==> src/rtl/cpu_pipe_pkg.sv <==
// Shared definitions for CPU pipeline stage registers: entry layout,
// bubble instruction and the elastic-stage occupancy encoding.
package cpu_pipe_pkg;

    localparam int PIPE_PC_W  = 32;
    localparam int PIPE_INS_W = 32;

    localparam logic [PIPE_INS_W-1:0] NOP_INSN_DEF = 32'h0000_0000;

    localparam logic [1:0] ST_EMPTY = 2'd0;
    localparam logic [1:0] ST_ONE   = 2'd1;
    localparam logic [1:0] ST_FULL  = 2'd2;

    typedef struct packed {
        logic [PIPE_PC_W-1:0]  pc;
        logic [PIPE_INS_W-1:0] ins;
    } stage_entry_t;

    function automatic logic state_has_entry(input logic [1:0] st);
        return (st != ST_EMPTY);
    endfunction

    function automatic logic state_is_full(input logic [1:0] st);
        return (st == ST_FULL);
    endfunction

endpackage

==> src/rtl/sat_counter.sv <==
// Saturating event counter with synchronous clear; clear beats increment.
module sat_counter #(
    parameter int CNT_W = 16
) (
    input  logic             clk,
    input  logic             rst,
    input  logic             inc,
    input  logic             clr,
    output logic [CNT_W-1:0] count
);

    localparam logic [CNT_W-1:0] CNT_MAX = {CNT_W{1'b1}};
    localparam logic [CNT_W-1:0] CNT_ONE = {{(CNT_W-1){1'b0}}, 1'b1};

    logic [CNT_W-1:0] r_count;
    logic [CNT_W-1:0] w_count_nxt;

    // Next count: clear, saturating increment, or hold
    always_comb begin
        w_count_nxt = r_count;
        if (clr) begin
            w_count_nxt = {CNT_W{1'b0}};
        end else if (inc && (r_count != CNT_MAX)) begin
            w_count_nxt = r_count + CNT_ONE;
        end else begin
            w_count_nxt = r_count;
        end
    end

    // Count register
    always_ff @(posedge clk or posedge rst) begin
        if (rst) begin
            r_count <= {CNT_W{1'b0}};
        end else begin
            r_count <= w_count_nxt;
        end
    end

    assign count = r_count;

endmodule

==> src/rtl/pipe_stage_skid.sv <==
// Elastic {pc, ins} pipeline stage with a two-entry skid buffer, so
// in_ready depends only on state while throughput stays at one entry/cycle.
module pipe_stage_skid
    import cpu_pipe_pkg::*;
#(
    parameter int               PC_W     = 32,
    parameter int               INS_W    = 32,
    parameter logic [INS_W-1:0] NOP_INSN = {INS_W{1'b0}},
    parameter int               CNT_W    = 16
) (
    input  logic             clk,
    input  logic             rst,
    input  logic             flush,
    input  logic             in_valid,
    output logic             in_ready,
    input  logic [PC_W-1:0]  in_pc,
    input  logic [INS_W-1:0] in_ins,
    output logic             out_valid,
    input  logic             out_ready,
    output logic [PC_W-1:0]  out_pc,
    output logic [INS_W-1:0] out_ins,
    input  logic             clr_stat,
    output logic [CNT_W-1:0] stall_cnt
);

    typedef struct packed {
        logic [PC_W-1:0]  pc;
        logic [INS_W-1:0] ins;
    } entry_t;

    localparam entry_t BUBBLE = '{pc: {PC_W{1'b0}}, ins: NOP_INSN};

    logic [1:0] r_state;
    logic [1:0] w_state_nxt;
    entry_t     r_main;
    entry_t     r_skid;
    entry_t     w_main_nxt;
    entry_t     w_skid_nxt;
    entry_t     w_in_entry;
    logic       w_in_fire;
    logic       w_out_fire;
    logic       w_stall;

    assign w_in_entry = '{pc: in_pc, ins: in_ins};

    assign in_ready  = !state_is_full(r_state);
    assign out_valid = state_has_entry(r_state);

    assign w_in_fire  = in_valid & in_ready;
    assign w_out_fire = out_valid & out_ready;
    assign w_stall    = out_valid & !out_ready & !flush;

    // Occupancy transitions; flush discards everything including an accepted input
    always_comb begin
        w_state_nxt = r_state;
        w_main_nxt  = r_main;
        w_skid_nxt  = r_skid;
        if (flush) begin
            w_state_nxt = ST_EMPTY;
            w_main_nxt  = BUBBLE;
            w_skid_nxt  = BUBBLE;
        end else begin
            case (r_state)
                ST_EMPTY: begin
                    if (w_in_fire) begin
                        w_state_nxt = ST_ONE;
                        w_main_nxt  = w_in_entry;
                    end else begin
                        w_state_nxt = ST_EMPTY;
                    end
                end
                ST_ONE: begin
                    if (w_in_fire && w_out_fire) begin
                        w_state_nxt = ST_ONE;
                        w_main_nxt  = w_in_entry;
                    end else if (w_in_fire) begin
                        // Head is blocked: park the newcomer behind it
                        w_state_nxt = ST_FULL;
                        w_skid_nxt  = w_in_entry;
                    end else if (w_out_fire) begin
                        w_state_nxt = ST_EMPTY;
                    end else begin
                        w_state_nxt = ST_ONE;
                    end
                end
                ST_FULL: begin
                    if (w_out_fire) begin
                        w_state_nxt = ST_ONE;
                        w_main_nxt  = r_skid;
                    end else begin
                        w_state_nxt = ST_FULL;
                    end
                end
                default: begin
                    w_state_nxt = ST_EMPTY;
                    w_main_nxt  = BUBBLE;
                    w_skid_nxt  = BUBBLE;
                end
            endcase
        end
    end

    // State and entry registers
    always_ff @(posedge clk or posedge rst) begin
        if (rst) begin
            r_state <= ST_EMPTY;
            r_main  <= BUBBLE;
            r_skid  <= BUBBLE;
        end else begin
            r_state <= w_state_nxt;
            r_main  <= w_main_nxt;
            r_skid  <= w_skid_nxt;
        end
    end

    // A drained head keeps its stale ins, so the bubble is forced at the output
    assign out_pc  = r_main.pc;
    assign out_ins = out_valid ? r_main.ins : NOP_INSN;

    sat_counter #(
        .CNT_W (CNT_W)
    ) u_stall_cnt (
        .clk   (clk),
        .rst   (rst),
        .inc   (w_stall),
        .clr   (clr_stat),
        .count (stall_cnt)
    );

endmodule
==> config.mk <==
export PLATFORM = sky130hd
export DESIGN_NAME = pipe_stage_skid
export DESIGN_NICKNAME = d
export VERILOG_FILES = /design/src/rtl/cpu_pipe_pkg.sv /design/src/rtl/sat_counter.sv /design/src/rtl/pipe_stage_skid.sv
export SDC_FILE = /design/constraint.sdc
export NUM_CORES = 1
export LEC_CHECK = 0
export ABC_AREA = 1
export ABC_CLOCK_PERIOD_IN_PS = 4500
export CORE_ASPECT_RATIO = 0.5
export CORE_MARGIN = 3
export CORE_UTILIZATION = 47
export DETAILED_ROUTE_END_ITERATION = 12
export GPL_TIMING_DRIVEN = 0
export PLACE_DENSITY = 0.8
export REMOVE_ABC_BUFFERS = 1
export SYNTH_ARGS = -nofsm -noshare
export SYNTH_HDL_FRONTEND = slang
export SYNTH_SLANG_ARGS = --single-unit
==> constraint.sdc <==
create_clock -name clk -period 4.5 [get_ports clk]
set_input_delay 0.9 -clock clk [delete_from_list [all_inputs] [get_ports clk]]
set_output_delay 0.9 -clock clk [all_outputs]
set_load 0.01 [all_outputs]
==> metrics.txt <==
clk buf depth 2; fmax 236 MHz; Worst-Margin Slew 1.17 ns; n_diodes 0; R2R Path End r_state[0]$_DFF_PP0_; grt total ovfl 0; vias in the first global route 6338; synth cell count leaders dfrtp_1 (146), nand2_1 (144), inv_1 (110); Worst R2R Path Depth 6; worst stage delay on the critical path 0.89 ns; Routed WL per cell 16.4 um; initial antenna violation count 0; CP max stage cell inv_1; Root Driver clkbuf_16; main flop type after synthesis dfrtp_1; TritonCTS Buffers 17; top-count cell post-synth dfrtp_1; Final min period 4.23 ns; synth unique cells 31; hold crit path type flip-flop to flip-flop; Critical path buffers and inverters 3; synth warn 0; H-tree Lvls 4; crit path from r_state[1]$_DFF_PP0_; final core utilization 0.622; max-slew violations 0; synthesis-to-finish area growth 27.1%; crit-path leading delay family buffers and inverters; R2R Setup Slk 1.54 ns; Synth Cell Area 0.00721 mm^2; Yosys reg bits 146; fin nets 1024; Critical Path RT 3.60 ns; DRC viols 0; crit path max fanout 66; Antenna Violating Nets Remaining 0; largest net degree at the start of global routing 91; share of the yosys chip area belonging to registers 0.506; cell area power density 360 mW/mm^2; area leader, netlist dfrtp_1; first-pass GRT wire length 31900 um; Final Hold Vio Count 0; CTS Hold Bufs 0; Setup TNS 0 ns; die footprint 0.0170 mm^2; HPWL after detailed placement 11500 um; Max-Cap Viols 0; Final Cycle Share 0.940; die height 93.6 um; WL final 19100 um; share of layout cells above drive strength 1 0.0839; Reg-to-Reg Start r_state[1]$_DFF_PP0_; CTS clk-pin slew, worst paths 0.06 ns; DR vias 6368; Critical Path End out_ins[23]; clock net sink count 146; Critical Path AT 3.33 ns; Initial DRC Count 480; status complete, no violations; Setup-failing EPs final 0; ys async rst share 1.00; core area 0.0147 mm^2; DRT Pass-1 Iters 5; CP endpoint kind primary output; CTS tree built; WS Path Type flip-flop to primary output; largest cells by area after synthesis dfrtp_1 (51%), nand2_1 (7.5%), o21ai_0 (7.2%); worst hold margin 0.514 ns; Clock Latency Late Sink 0.41 ns; Avg Synthesized Cell Area 8.33 um^2; number of synthesized flops with an enable pin 0; clk_skew 0.0143 ns; vias per cell 5.48; total power 3300 uW; Initial Utilization 0.489; Max VDD drop 330 uV; Buffers on Ports 151; RSZ-0062 raised after global routing false; cell depth of the worst setup path 5; crit-path cells inv_4 > nand2_4 > inv_1 > nor2_1 > clkdlybuf4s50_1; leakage 0.00406 uW; row count 31; Setup crit start kind flip-flop; GRT Util Overall 0.230; post-synth top area share 0.506; Slew Limit Headroom 0.220; I/O pin count 152; Final Wtd Congestion 0.836; die width 181 um; Syn Inst Count 866
## final cells by class
class / count / area [um^2]
Clock inverter: 12 / 159
Tap cell: 198 / 248
Fill cell: 1259 / 5570
Timing Repair Buffer: 155 / 1610
Multi-Input combinational cell: 519 / 2620
Sequential cell: 146 / 3650
Clock buffer: 19 / 443
Inverter: 114 / 438
## tightest hold or removal path, delay by kind of cell (launching register included)
family,cells,cell delay (ns)
DFF,1,0.34
and+or+nand+nor,1,0.07
AOI/OAI and AO/OA,1,0.07
## registers in the layout, summed over array words and instances (netlist names)
name               flops
u_stall_cnt.count     16
r_main                32
out_pc                32
r_state                2
r_skid                64
## worst min path at each step
stage,start,endpoint,slack [ns],cells after the start
global placement,out_pc[30]$_DFFE_PP0P_,out_pc[30]$_DFFE_PP0P_,0.50,2
detailed placement,out_pc[14]$_DFFE_PP0P_,out_pc[14]$_DFFE_PP0P_,0.50,2
CTS,out_pc[14]$_DFFE_PP0P_,out_pc[14]$_DFFE_PP0P_,0.52,2
floorplan,r_main[10]$_DFFE_PP0P_,r_main[10]$_DFFE_PP0P_,0.49,2
finish,out_pc[14]$_DFFE_PP0P_,out_pc[14]$_DFFE_PP0P_,0.51,2
global route,out_pc[22]$_DFFE_PP0P_,out_pc[22]$_DFFE_PP0P_,0.53,2
## metrics by stage
stage          cells  cell area, um^2  setup slack [ns]
2_1_floorplan    779             6690            -0.323
3_3_place_gp    1128             8450             -2.37
3_5_place_dp    1132             8570             0.344
4_1_cts         1163             9170             0.285
5_1_grt         1163             9170            0.0786
6_report        1163             9170             0.270
## cells by family (layout without fill, tap and decap cells)
family          count (synthesis)  in the layout  share of synthesized area
fa+ha+maj                       1              1                    0.00173
xor+xnor                        4              4                    0.00486
flops                         146            146                      0.506
simple gates                  316            316                      0.195
compound gates                198            198                      0.160
buf+inv                       201            300                      0.133
## layout by cell type, fill, tap and decap left out, types with 3 or more instances in the layout
cell type / count
clkdlybuf4s50_1: 151
clkbuf_16: 17
nand2_2: 8
xor2_1: 4
o21ai_0: 104
nand2_1: 142
nor2_1: 62
o22ai_1: 61
a21oi_1: 6
o21ai_2: 21
inv_2: 3
bufinv_16: 3
nand3_1: 77
nand4_1: 14
a31oi_1: 3
clkinv_4: 4
inv_1: 108
dfrtp_1: 146
nand2_4: 3
## timing repair
item,in CTS,in global routing
resized for setup,1,0
endpoints found under the setup margin,11,0
buffers inserted,0,0
## routing by layer
metal  GRT usage  part of all wire
met1       0.303              0.43
met2       0.390              0.50
met3      0.0377             0.047
met4      0.0811             0.021
met5           0                 0
## power breakdown
part	switching (uW)	total [uW]	leakage, uW	internal, uW
Clock	572	1460	0.000289	888
Sequential	27.9	1400	0.00198	1380
Combinational	255	438	0.00179	183
Power figures use the tool's default switching activity.
